`src/rtl/next_block_queue.sv`:
```
// Prefetch queue between the random block generator and the game FSM.
// Pulses the generator, waits out its pipeline, then captures the block into a DEPTH-entry FIFO.
`ifndef TETRIS_COLORS_WIDTH
`define TETRIS_COLORS_WIDTH 3
`endif
`ifndef FIELD_COL_CNT_WIDTH
`define FIELD_COL_CNT_WIDTH 4
`endif
`ifndef FIELD_ROW_CNT_WIDTH
`define FIELD_ROW_CNT_WIDTH 5
`endif

module next_block_queue #(
  parameter int DEPTH   = 3,
  parameter int GEN_LAT = 3
) (
  input  logic                                  clk_i,
  input  logic                                  rst_n_i,
  output logic                                  gen_en_o,
  input  logic [63:0]                           gen_block_i_data,
  input  logic [`TETRIS_COLORS_WIDTH-1:0]       gen_block_i_color,
  input  logic [1:0]                            gen_block_i_rotation,
  input  logic signed [`FIELD_COL_CNT_WIDTH:0]  gen_block_i_x,
  input  logic signed [`FIELD_ROW_CNT_WIDTH:0]  gen_block_i_y,
  input  logic                                  flush_i,
  input  logic                                  pop_i,
  output logic                                  head_valid_o,
  output logic [63:0]                           head_block_o_data,
  output logic [`TETRIS_COLORS_WIDTH-1:0]       head_block_o_color,
  output logic [1:0]                            head_block_o_rotation,
  output logic signed [`FIELD_COL_CNT_WIDTH:0]  head_block_o_x,
  output logic signed [`FIELD_ROW_CNT_WIDTH:0]  head_block_o_y,
  output logic                                  preview_valid_o,
  output logic [63:0]                           preview_o_data,
  output logic [`TETRIS_COLORS_WIDTH-1:0]       preview_o_color,
  output logic [$clog2(DEPTH+1)-1:0]            count_o
);

  localparam int CNT_W  = $clog2(DEPTH+1);
  localparam int WCNT_W = $clog2(GEN_LAT);
  localparam logic [CNT_W-1:0] DEPTH_C = CNT_W'(DEPTH);

  typedef struct packed {
    logic [63:0]                          data;
    logic [`TETRIS_COLORS_WIDTH-1:0]      color;
    logic [1:0]                           rotation;
    logic [`FIELD_COL_CNT_WIDTH:0]        x;
    logic [`FIELD_ROW_CNT_WIDTH:0]        y;
  } block_t;

  typedef enum logic [1:0] {
    ST_IDLE    = 2'd0,
    ST_ADVANCE = 2'd1,
    ST_WAIT    = 2'd2,
    ST_CAPTURE = 2'd3
  } state_t;

  state_t              state_r, state_s;
  logic [WCNT_W-1:0]   wcnt_r, wcnt_s;
  logic [CNT_W-1:0]    count_r, count_s;
  block_t              entry_r [DEPTH];
  block_t              entry_s [DEPTH];
  block_t              gen_blk_s;

  assign gen_blk_s = '{data: gen_block_i_data, color: gen_block_i_color,
                       rotation: gen_block_i_rotation, x: gen_block_i_x, y: gen_block_i_y};

  // Refill sequencer: one generate in flight, restarted only when a slot is free.
  always_comb begin
    state_s = state_r;
    wcnt_s  = wcnt_r;
    if (flush_i) begin
      state_s = ST_IDLE;
      wcnt_s  = '0;
    end else begin
      case (state_r)
        ST_IDLE: begin
          if (count_r < DEPTH_C) state_s = ST_ADVANCE;
          else                   state_s = ST_IDLE;
        end
        ST_ADVANCE: begin
          state_s = ST_WAIT;
          wcnt_s  = WCNT_W'(GEN_LAT-1);
        end
        ST_WAIT: begin
          if (wcnt_r == '0) begin
            state_s = ST_CAPTURE;
          end else begin
            state_s = ST_WAIT;
            wcnt_s  = wcnt_r - 1'b1;
          end
        end
        ST_CAPTURE: state_s = ST_IDLE;
        default:    state_s = ST_IDLE;
      endcase
    end
  end

  // Queue update: flush beats everything; a pop shifts before the capture lands in the freed slot.
  always_comb begin
    entry_s = entry_r;
    count_s = count_r;
    if (flush_i) begin
      for (int k = 0; k < DEPTH; k++) entry_s[k] = '0;
      count_s = '0;
    end else begin
      if (pop_i && (count_r != '0)) begin
        for (int k = 0; k < DEPTH-1; k++) entry_s[k] = entry_r[k+1];
        entry_s[DEPTH-1] = '0;
        count_s = count_r - 1'b1;
      end else begin
        count_s = count_r;
      end
      if (state_r == ST_CAPTURE) begin
        for (int k = 0; k < DEPTH; k++) begin
          if (CNT_W'(k) == count_s) entry_s[k] = gen_blk_s;
          else                      entry_s[k] = entry_s[k];
        end
        count_s = count_s + 1'b1;
      end else begin
        count_s = count_s;
      end
    end
  end

  // State, wait counter, occupancy and entry storage.
  always_ff @(posedge clk_i or negedge rst_n_i) begin
    if (!rst_n_i) begin
      state_r <= ST_IDLE;
      wcnt_r  <= '0;
      count_r <= '0;
      for (int k = 0; k < DEPTH; k++) entry_r[k] <= '0;
    end else begin
      state_r <= state_s;
      wcnt_r  <= wcnt_s;
      count_r <= count_s;
      entry_r <= entry_s;
    end
  end

  assign gen_en_o              = (state_r == ST_ADVANCE);
  assign head_valid_o          = (count_r != '0);
  assign preview_valid_o       = (count_r >= CNT_W'(2));
  assign head_block_o_data     = entry_r[0].data;
  assign head_block_o_color    = entry_r[0].color;
  assign head_block_o_rotation = entry_r[0].rotation;
  assign head_block_o_x        = entry_r[0].x;
  assign head_block_o_y        = entry_r[0].y;
  assign preview_o_data        = entry_r[1].data;
  assign preview_o_color       = entry_r[1].color;
  assign count_o               = count_r;

endmodule
```
`config.mk`:
```
export PLATFORM = sky130hd
export DESIGN_NAME = next_block_queue
export DESIGN_NICKNAME = d
export VERILOG_FILES = /design/src/rtl/next_block_queue.sv
export SDC_FILE = /design/constraint.sdc
export NUM_CORES = 1
export LEC_CHECK = 0
export ABC_AREA = 1
export BUFFER_PORTS_ARGS = -buffer_cell sky130_fd_sc_hd__buf_2
export CAP_MARGIN = 10
export CORE_ASPECT_RATIO = 1.2
export CORE_MARGIN = 1.5
export CORE_UTILIZATION = 45
export CTS_CLUSTER_SIZE = 8
export DETAILED_ROUTE_END_ITERATION = 7
export HOLD_SLACK_MARGIN = 0.12
export PLACE_DENSITY_LB_ADDON = 0.25
export REMOVE_ABC_BUFFERS = 1
export SETUP_SLACK_MARGIN = 0.4
export SLEW_MARGIN = 20
export SYNTH_ARGS = -nofsm -noshare
export SYNTH_HDL_FRONTEND = slang
export SYNTH_SLANG_ARGS = --single-unit
```
`constraint.sdc`:
```
create_clock -name clk_i -period 2.97 [get_ports clk_i]
set_input_delay 0.1485 -clock clk_i [delete_from_list [all_inputs] [get_ports clk_i]]
set_output_delay 0.1485 -clock clk_i [all_outputs]
set_load 0.02 [all_outputs]
```
Word-level counts from Yosys, hierarchy flattened

Index checks and enable logic that the tools add are counted.

Bits in registers: 246
Input port bits: 84
Output and inout port bits: 152
Word-level logic and storage cells: 53

Add/subtract/negate cells: 3
$lt $le $gt $ge: 2
Eq/ne operators: 6
Mux-type cells: 17
Reductions and logical operators: 7

Operators by type and width:

| cell                                                      | number |
|---|---|
| 2-to-1 mux 240 bit                                        | 3 |
| 2-to-1 mux 80 bit                                         | 3 |
| 2-to-1 mux 2 bit                                          | 7 |
| one-hot mux 2 bit (4 select lines)                        | 1 |
| zero test 2 bit                                           | 3 |
| equality test 2 bit (second input constant)               | 2 |
| one-hot mux 2 bit (2 select lines)                        | 1 |
| subtractor 2 x 1 -> 2 bit (second input constant)         | 2 |
| != test 3 bit (second input constant)                     | 1 |
| nonzero test 3 bit                                        | 1 |
| adder 2 x 1 -> 2 bit (second input constant)              | 1 |
| equality test 1 x 2 -> 1 bit (first input constant)       | 1 |
| equality test 2 x 1 -> 1 bit (second input constant)      | 1 |
| equality test 2 bit (first input constant)                | 1 |
| greater-or-equal comparator 2 bit (second input constant) | 1 |
| < comparator 2 bit (second input constant)                | 1 |
| 2-to-1 mux 1 bit                                          | 2 |
| AND reduction 2 bit                                       | 1 |
| nonzero test 2 bit                                        | 1 |
| logical AND 1 bit                                         | 1 |

Longest topological paths before layout

Gate-level depths: netlist of the first run.

Word-level depth: 8
Mapped depth: 15
Gate-level depth less buffers: 13

Least setup slack after synthesis of the first run

No wires, ideal clock.

Path kind: register -> register
From: register count_r[0] (netlist: count_o[0])
To: register entry_r, in the netlist head_block_o_color[0]
Arrival: 2388 ps
Setup slack: 469 ps
Stages on the path, launching flop included: 16
Clock period less this slack: 2501 ps
Cell sequence: dfrtp_1 > inv_1 > ha_1 > inv_1 > nand2_2 > buf_4 > nand2_1 > nand2_1 > inv_1 > ha_1 > nand2_2 > inv_2 > clkbuf_1 > a21oi_1 > nand2_1 > inv_1

RTL lines:

| element                | line | text |
|---|---|---|
| from (decl)            | 60   | `logic [CNT_W-1:0] count_r, count_s;` |
| from (signal assigned) | 136  | `count_r <= count_s;` |
| to (signal assigned)   | 137  | `entry_r <= entry_s;` |
| to (decl)              | 61   | `block_t entry_r [DEPTH];` |

==> impl_metrics.toml, run 1 <==
[power_and_ir_drop]
switching_share_pct = 37.57
switching_power_w = 0.004307
ir_drop_v = 0.0006641
seq_power_share_pct = 35.3
p_int_w = 0.007155
power_frac_comb_pct = 33.5
power.density_nw_per_um2 = 724.1
p_leak_nw = 9.633
p_clk_share_pct = 31.2

[clocking]
cts_num_sinks = 246
cts.root.buffer_cell = "clkbuf_16"
clk_pin_slew_ps = 50
post-cts-setup-buffers = 0
cts_made_buffers = 36
htree_levels = 2
worstSkewPairLatency_ps = 490
cts_tree = "done"
cts_buffer_depth = 3

[min_path]
min_from = "pop_i"
holdPathEnd = "count_o[0]$_DFF_PN0_"
holdCritPathClass = "primary input to flip-flop"
whs_path_depth = 5

[place]
gp_congestion = 0.7922
portBuffers = 235
placed_area_um2 = 13910
hpwl_um = 19190

[detailed_routing]
via_count = 11810
routed_wl_um = 37660
drtAntennaViolNets = 0
wl_per_cell_um = 15.98
drt_iter0_markers = 963
via_per_inst = 5.012
firstDrtPassIters = 5
drc = 0

[setup_path]
r2r_end = "head_block_o_data[40]$_DFF_PN0_"
critPathLaunchType = "flip-flop"
critPathKind = "flip-flop to flip-flop"
slowest_delay_ps = 410
crit_path_end_kind = "flip-flop"
cp_top_family = "buffers and inverters"
slowest_stage = "dfrtp_1"
reg2reg_setup_slack_ps = 530
arrival_ps = 2820
critical_path.max_fanout = 25
worst-path-buf-inv = 6
worstPathCellList = "inv_1 > ha_1 > inv_2 > nand2_8 > nand2_1 > nand2_1 > inv_1 > ha_1 > nand2_8 > inv_4 > clkbuf_16 > a21oi_1 > nand2_1 > inv_1"
rr_startpoint = "count_o[0]$_DFF_PN0_"
required_ps = 3350
reg2reg_depth = 14

[synth]
ys_types = 17
yosysTopAreaCell = "dfrtp_1"
yosysWarningCount = 0
synth_area_um2 = 13540
netlist.area_leader.share_pct = 45.46
synth.area.top_cells = "dfrtp_1 (45%), nand2_1 (16%), a21oi_1 (9.0%)"
synth_area_per_cell_um2 = 7.296
ys_seq_elements = 246
syn_inst = 1856
synth-seq-area-share_pct = 45.46

[sta]
period_share_pct = 82.14
max_freq_mhz = 409.9
relSlewSlack_pct = 38.23
rsz0062_at_grt = "yes"
finalSetupViolCount = 0
slew_viol_final = 0
finalClockSkew_ps = 9.963
period_needed_ps = 2440
tightest_slew_ps = 926.6
finalSetupTns_ps = 0
hold_viol = 0

[status]
outcome = "complete, no violations"

[cells_and_area]
most-common-layout-cells = "nand2_1 (575), inv_1 (251), dfrtp_1 (246)"
layout_commonest_cell = "nand2_1"
syn2layout_area_growth_pct = 16.91
fin_area_um2 = 15830
drive_above_1_share_pct = 15.52
nets = 2060

[job]
cap_violations = 0

[floorplanning]
dieArea_um2 = 31140
io-pin-count = 236
die_y_um = 193.0
core_area_um2 = 29610
die_w_um = 161.4
start_util_pct = 45.73
rows = 69

[global_routing]
antenna_found_initial = 2
grt_util_all_layers_pct = 22.53
overflow = 0
grt_pass1_vias = 11220
grt_pass1_wl_um = 57100
grt_max_degree = 178
worst max path at each step:
| stage | startpoint | endpoint | slack (ps) | cells after the start |
|---|---|---|---|---|
| 2_1_floorplan | count_o[0]$_DFF_PN0_ | entry_r[80]$_DFF_PN0_ | -2420 | 12 |
| 3_3_place_gp | count_o[0]$_DFF_PN0_ | head_block_o_data[34]$_DFF_PN0_ | 480 | 14 |
| 3_5_place_dp | count_o[0]$_DFF_PN0_ | head_block_o_data[34]$_DFF_PN0_ | 400 | 14 |
| 4_1_cts | count_o[0]$_DFF_PN0_ | preview_o_data[59]$_DFF_PN0_ | 400 | 13 |
| 5_1_grt | count_o[0]$_DFF_PN0_ | head_block_o_x[2]$_DFF_PN0_ | 380 | 14 |
| 6_report | count_o[0]$_DFF_PN0_ | head_block_o_data[40]$_DFF_PN0_ | 530 | 14 |
per-stage QoR:
| step | worst slack, ps | total power (W) | instances | hold slack [ps] | utilization, % |
|---|---|---|---|---|---|
| floorplan | -2418 | 0.006298 | 1589 | -147.1 | - |
| global placement | 484.1 | 0.007664 | 2230 | 190.7 | 46.96 |
| detailed placement | 403.9 | 0.007717 | 2230 | 188.7 | 46.96 |
| CTS | 399.8 | 0.01144 | 2350 | 167.6 | 52.95 |
| global route | 376.1 | 0.01213 | 2356 | 199.9 | 53.46 |
| finish | 530.3 | 0.01146 | 2356 | 203.7 | 53.46 |
layout make-up:
class | instances | area [um2]
diodes | 1 | 2.502
inverters | 256 | 965.9
fillers | 2848 | 13780
clock buffers | 38 | 939.7
well taps | 390 | 488.0
flip-flops and latches | 246 | 6156
multi-input cells | 1087 | 4852
repair buffers | 338 | 2426
cell usage after synthesis:
master    number
a211oi_1       1
a21oi_1      244
buf_1         33
buf_2         38
buf_4        149
clkbuf_1      47
dfrtp_1      246
ha_1          11
inv_1        253
inv_2          3
nand2_1      575
nand2_2        4
nand3_1      163
nor2_1         3
nor2_4         1
o21ai_0       84
or2_2          1
power groups by stage:
| stage | combinational (W) | sequential, W | clock [W] |
|---|---|---|---|
| 2_1_floorplan | 0.00186 | 0.00444 | 0 |
| 3_3_place_gp | 0.00358 | 0.00408 | 0 |
| 3_5_place_dp | 0.00363 | 0.00409 | 0 |
| 4_1_cts | 0.00373 | 0.00404 | 0.00368 |
| 5_1_grt | 0.00422 | 0.00409 | 0.00381 |
| 6_report | 0.00384 | 0.00404 | 0.00358 |
cell families (layout without fill, tap and decap cells):
family | after synthesis | count (layout) | share of synthesized area [%]
AOI/OAI and AO/OA | 329 | 329 | 12.18
adders and majority gates | 11 | 11 | 1.016
buffers and inverters | 523 | 632 | 18.98
DFF | 246 | 246 | 45.46
other | 0 | 1 | 0
and+or+nand+nor | 747 | 747 | 22.36
state kept, by name, summed over array words and instances, names as in the netlist:
name,count
head_block_o_y,6
preview_o_data,64
entry_r,93
preview_o_color,3
state_r,2
head_block_o_color,3
head_block_o_x,5
head_block_o_rotation,2
count_o,2
head_block_o_data,64
wcnt_r,2
tightest hold or removal path, cell delays in order:
cell,delay (ps)
buf_2,150
nand3_1,90
nand2_1,100
nor2_1,100
nor2_1,50
routing by layer:
| layer | GRT usage, % | up-vias | wire, um |
|---|---|---|---|
| met5 | 0 | - | 12 |
| met4 | 6.375 | 2 | 653 |
| met3 | 3.144 | 50 | 1767 |
| met2 | 39.93 | 319 | 18770 |
| met1 | 28.74 | 5613 | 16450 |
| li1 | - | 5825 | - |
repair_timing:
item / CTS / global route
pin swaps: 0 / 0
hold endpoints to repair: 315 / 0
gates resized for setup: 2 / 9
setup endpoints to repair: 8 / 186
cloned: 0 / 5
hold buffers: 82 / 0
No activity file was read; power rests on OpenSTA's default activity.
==> run 2: changes to the inputs <==
==> constraint.sdc (replaced) <==
create_clock -name clk_i -period 2.41 [get_ports clk_i]
set_input_delay 0.1205 -clock clk_i [delete_from_list [all_inputs] [get_ports clk_i]]
set_output_delay 0.1205 -clock clk_i [all_outputs]
set_load 0.02 [all_outputs]
==> impl_metrics.toml, run 2 (same netlist as run 1, synthesis figures left out) <==
[cells_and_area]
most-common-layout-cells = "nand2_1 (571), inv_1 (247), dfrtp_1 (246)"
layout_commonest_cell = "nand2_1"
largest-register = "entry_r"
diodes = 0
drive_above_1_share_pct = 20.23
largest_reg_flops = 93
instances_no_fill = 2407
nets = 2109
utilization_pct = 57.44
syn2layout_area_growth_pct = 25.62
num-fill-cells = 2708

[floorplanning]
rows = 69
start_util_pct = 45.73
core_area_um2 = 29610
die_y_um = 193.0
die_w_um = 161.4
io-pin-count = 236
dieArea_um2 = 31140

[global_routing]
antenna_found_initial = 0
grt_util_all_layers_pct = 23.99
grt_pass1_wl_um = 60110
grt_max_degree = 161
grt_pass1_vias = 11620
overflow = 0

[sta]
rsz0062_at_grt = "yes"
relSlewSlack_pct = 38.55
tightest_slew_ps = 921.8
fin_ws_ps = 267.6
period_share_pct = 88.90
hold_viol = 0
finalClockSkew_ps = 21.25
finalSetupViolCount = 0
period_needed_ps = 2142
slew_viol_final = 0
max_freq_mhz = 466.8

[status]
outcome = "complete, no violations"

[detailed_routing]
drtAntennaViolNets = 0
routed_wl_um = 40920
drt_iter0_markers = 882
wl_per_cell_um = 17.00
via_per_inst = 5.097
via_count = 12270
drc = 0
firstDrtPassIters = 5

[clocking]
clk_pin_slew_ps = 50
cts_num_sinks = 246
cts_buffer_depth = 3
cts_tree = "done"
cts_made_buffers = 36
cts.root.buffer_cell = "clkbuf_16"
htree_levels = 2
worstSkewPairLatency_ps = 520

[place]
hpwl_um = 20430
portBuffers = 235
place_inst = 2242
gp_congestion = 0.7957
pre_cts_ws_ps = 63.81

[setup_path]
arrival_ps = 2580
critPathKind = "flip-flop to flip-flop"
crit_path_end_kind = "flip-flop"
critical_path.max_fanout = 9
required_ps = 2840
critPathLaunchType = "flip-flop"
reg2reg_setup_slack_ps = 270

[power_and_ir_drop]
switching_power_w = 0.005813
power.density_nw_per_um2 = 896.6
p_leak_nw = 10.09
switching_share_pct = 38.11
p_int_w = 0.009439
ir_drop_v = 0.0009842
seq_power_share_pct = 32.6
power_frac_comb_pct = 37.5
p_clk_share_pct = 29.8

[job]
cap_violations = 0

[min_path]
holdCritPathClass = "primary input to async pin"
[run 2: what timing repair did]
item,in CTS,in global routing
setup buffers,6,9
pin swaps,1,9
hold endpoints to repair,379,0
cloned,8,18
endpoints found under the setup margin,240,237
hold buffers,83,0
resized for setup,28,90
[run 2: cell type report]
cell class                      instances  area [um2]  share of cell area, %
Clock buffer                           40       958.4                  5.634
Clock inverter                          1       16.27                0.09562
Inverter                              256        1007                  5.921
Multi-Input combinational cell       1089        5140                  30.22
Sequential cell                       246        6156                  36.19
Tap cell                              390       488.0                  2.869
Timing Repair Buffer                  384        3228                  18.98
Timing Repair inverter                  1       16.27                0.09562
[run 2: path summary, 6_finish.rpt]
check,startpoint,endpoint,cells after the start
setup / recovery,count_o[0]$_DFF_PN0_,head_block_o_data[15]$_DFF_PN0_,14
hold / removal,rst_n_i,wcnt_r[1]$_DFFE_PN0P_,2
setup reg to reg,count_o[0]$_DFF_PN0_,head_block_o_data[15]$_DFF_PN0_,14
hold reg to reg,wcnt_r[0]$_DFFE_PN0P_,wcnt_r[0]$_DFFE_PN0P_,1
max in group asynchronous,rst_n_i,preview_o_data[30]$_DFF_PN0_,3
min in group clk_i,wcnt_r[0]$_DFFE_PN0P_,wcnt_r[0]$_DFFE_PN0P_,1
[run 2: metal layers]
metal	share of wire, %	vias up	track usage (%)	routed length, um
met1	42	5871	30.35	17260
met3	5.1	92	3.273	2073
li1	-	5916	-	-
met2	50	389	41.81	20260
met5	0	-	0	0
met4	3.2	0	9.046	1323
[run 2: metrics by stage]
| step | power [W] | cell area (um2) | hold WS, ps | setup TNS, ps |
|---|---|---|---|---|
| finish | 0.01525 | 17010 | 194.5 | 0 |
| global route | 0.01602 | 17010 | 241.2 | 0 |
| CTS | 0.01455 | 16220 | 200.8 | 0 |
| detailed placement | 0.009588 | 14050 | 147.7 | 0 |
| global placement | 0.009522 | 14050 | 141.6 | 0 |
| floorplan | 0.007761 | 11930 | -175.1 | -705420 |
[run 2: critical path: stages, from the launching register on]
cell and delay, ps:
dfrtp_1 380, inv_2 100, ha_4 180, inv_6 50
nand2_8 70, nand2_4 50, nand2_4 90, inv_4 50
ha_4 170, nand2_8 170, clkinv_8 130, buf_6 190
a21oi_1 220, nand2_1 130, inv_1 80
[run 2: power by group through the flow]
stage	combinational [W]	clock, W	sequential (W)
after floorplan	0.00229	0	0.00547
after global placement	0.00450	0	0.00502
after detailed placement	0.00455	0	0.00504
after CTS	0.00496	0.00462	0.00497
after global routing	0.00621	0.00477	0.00504
final	0.00573	0.00455	0.00498
==> run 3: changes to the inputs <==
--- a/config.mk
+++ b/config.mk
@@ -5,15 +5,13 @@
 export SDC_FILE = /design/constraint.sdc
 export NUM_CORES = 1
 export LEC_CHECK = 0
-export ABC_AREA = 1
+export ABC_AREA = 0
 export BUFFER_PORTS_ARGS = -buffer_cell sky130_fd_sc_hd__buf_2
 export CAP_MARGIN = 10
 export CORE_ASPECT_RATIO = 1.2
-export CORE_MARGIN = 1.5
 export CORE_UTILIZATION = 45
 export CTS_CLUSTER_SIZE = 8
 export DETAILED_ROUTE_END_ITERATION = 7
-export HOLD_SLACK_MARGIN = 0.12
 export PLACE_DENSITY_LB_ADDON = 0.25
 export REMOVE_ABC_BUFFERS = 1
 export SETUP_SLACK_MARGIN = 0.4
==> impl_metrics.toml, run 3 <==
[status]
outcome = "complete, no violations"

[clocking]
cts_made_buffers = 36
cts_num_sinks = 246
htree_levels = 2
clk_pin_slew_ps = 50
worstSkewPairLatency_ps = 500
cts_tree = "done"
cts.root.buffer_cell = "clkbuf_16"
cts_buffer_depth = 3

[synth]
syn_inst = 1445
ys_top_cells_by_count = "nand2_1 (406), dfrtp_1 (246), nor2_1 (162), a311oi_1 (160), buf_4 (152)"
synth_ff_type = "dfrtp_1"
netlist.area_leader.share_pct = 49.42
synth-seq-area-share_pct = 49.42
yosysWarningCount = 0
yosysTopAreaCell = "dfrtp_1"
synthArstFlopShare_pct = 100.0
ys_types = 25
synth_edf_count = 0
ys_seq_elements = 246
synth_area_um2 = 12460
synth_area_per_cell_um2 = 8.621
synth.area.top_cells = "dfrtp_1 (49%), nand2_1 (12%), a311oi_1 (11%)"
synth_most_common_cell = "nand2_1"

[floorplanning]
die_w_um = 153.9
dieArea_um2 = 28350
core_area_um2 = 27170
start_util_pct = 45.85
io-pin-count = 236
die_y_um = 184.3
rows = 66

[global_routing]
met3_usage_pct = 3.151
antenna_found_initial = 1
met1_usage_pct = 34.82
grt_util_all_layers_pct = 25.41
grt_pass1_wl_um = 58260
grtUsageMet2_pct = 41.55
grt_max_degree = 162
overflow = 0
grt_pass1_vias = 10820
grt_most_used_layer = "met2"

[sta]
fin_ws_ps = 259.4
period_needed_ps = 2151
relSlewSlack_pct = 54.50
finalSetupViolCount = 0
period_share_pct = 89.24
hold_viol = 0
tightest_slew_ps = 682.5
hold-worst-slack_ps = 145.9
max_freq_mhz = 465.0
finalClockSkew_ps = 10.71
rsz0062_at_grt = "yes"
slew_viol_final = 0

[place]
portBuffers = 235
gp_congestion = 0.7702
hpwl_um = 18730
pre_cts_ws_ps = 120.1

[setup_path]
critPathLaunchType = "flip-flop"
required_ps = 2800
crit_path_end_kind = "flip-flop"
arrival_ps = 2540
critPathKind = "flip-flop to flip-flop"
critical_path.max_fanout = 6

[cells_and_area]
syn2layout_area_growth_pct = 37.37
largest_reg_flops = 93
largest-register = "entry_r"
num-fill-cells = 2154
multiInputGateArea_um2 = 5757
most-common-layout-cells = "nand2_1 (402), dfrtp_1 (246), buf_2 (233)"
drive_above_1_share_pct = 34.83
layout_commonest_cell = "nand2_1"
regArea_um2 = 6156
nets = 1723

[detailed_routing]
via_per_inst = 5.897
routed_wl_um = 42630
wl_per_cell_um = 21.65
via_count = 11610
drc = 0
drt_iter0_markers = 945
drtAntennaViolNets = 0
firstDrtPassIters = 5

[min_path]
holdCritPathClass = "primary input to flip-flop"

[power_and_ir_drop]
p_leak_nw = 7.464
ir_drop_v = 0.0005408
power.density_nw_per_um2 = 894.9

[job]
cap_violations = 0
[run 3: cell count changes after synthesis, moves of 4 or more]
| cell | delta |
|---|---|
| inv_1 | -245 |
| nand2_1 | -169 |
| a21oi_1 | -162 |
| a311oi_1 | +160 |
| nor2_1 | +159 |
| nand3_1 | -83 |
| o21ai_0 | -83 |
| buf_1 | -32 |
| clkbuf_1 | +22 |
| buf_2 | +10 |
| nand2_2 | -4 |
| nor2b_1 | +4 |
[run 3: report_power, final]
group,internal (W),switching [W]
Combinational,0.00227,0.00368
Clock,0.00271,0.00174
Sequential,0.00461,0.000297
Total,0.00960,0.00572
[run 3: cells by family after synthesis]
group | synth area share [%]
AND/OR/NAND/NOR | 20.88
buffers and inverters | 13.53
AO/OA/AOI/OAI | 14.82
flip-flops | 49.42
adder cells (fa/ha/maj) | 1.105
multiplexers | 0.1808
XOR/XNOR | 0.07032
[run 3: final cells by class]
class	instances	area share (%)
flip-flops and latches	246	35.97
multi-input cells	920	33.64
repair buffers	416	22.22
clock buffers	38	5.491
well taps	340	2.486
inverters	8	0.1755
diodes	1	0.01462
[run 3: layer usage]
| metal | vias to the layer above | routed length (um) |
|---|---|---|
| li1 | 5158 | - |
| met1 | 5798 | 17820 |
| met2 | 542 | 20310 |
| met3 | 113 | 2897 |
| met4 | 0 | 1602 |
| met5 | - | 0 |
[run 3: what timing repair did]
action / 4_1_cts / 5_1_grt
hold buffers: 80 / 1
setup endpoints to repair: 239 / 233
endpoints found under the hold margin: 312 / 3
pin swaps: 15 / 86
gates cloned: 10 / 29
setup buffers: 22 / 5
gates resized for setup: 68 / 196
[run 3: worst paths after layout]
kind	from	endpoint	slack, ps	depth (start not counted)
worst max register to register	count_o[0]$_DFF_PN0_	preview_o_data[36]$_DFF_PN0_	260	11
worst max-delay path	count_o[0]$_DFF_PN0_	preview_o_data[36]$_DFF_PN0_	260	11
worst min register to register	entry_r[8]$_DFF_PN0_	entry_r[8]$_DFF_PN0_	530	2
worst min-delay path	flush_i	entry_r[61]$_DFF_PN0_	150	2
min in group asynchronous	rst_n_i	head_block_o_data[47]$_DFF_PN0_	230	2
max in group asynchronous	rst_n_i	head_block_o_data[39]$_DFF_PN0_	1370	3
[run 3: critical path: stages (launching register included)]
cell      delay (ps)
dfrtp_1          350
inv_2             60
ha_4             170
nand2b_4         160
nand2_2           70
o21a_1           210
ha_4             190
nand2_8           80
buf_8            180
buf_12           130
buf_16           140
a311oi_2         280
[run 3: stage by stage]
step                util, %  instances  power (W)  setup TNS (ps)  area [um2]
finish                62.99       1969    0.01531               0       17110
global route          62.99       1969    0.01591               0       17110
CTS                   57.18       1933    0.01415               0       15530
detailed placement    47.58       1783   0.008898               0       12930
global placement      47.58       1783   0.008860               0       12930
floorplan                 -       1174   0.006678        -1748440       10800
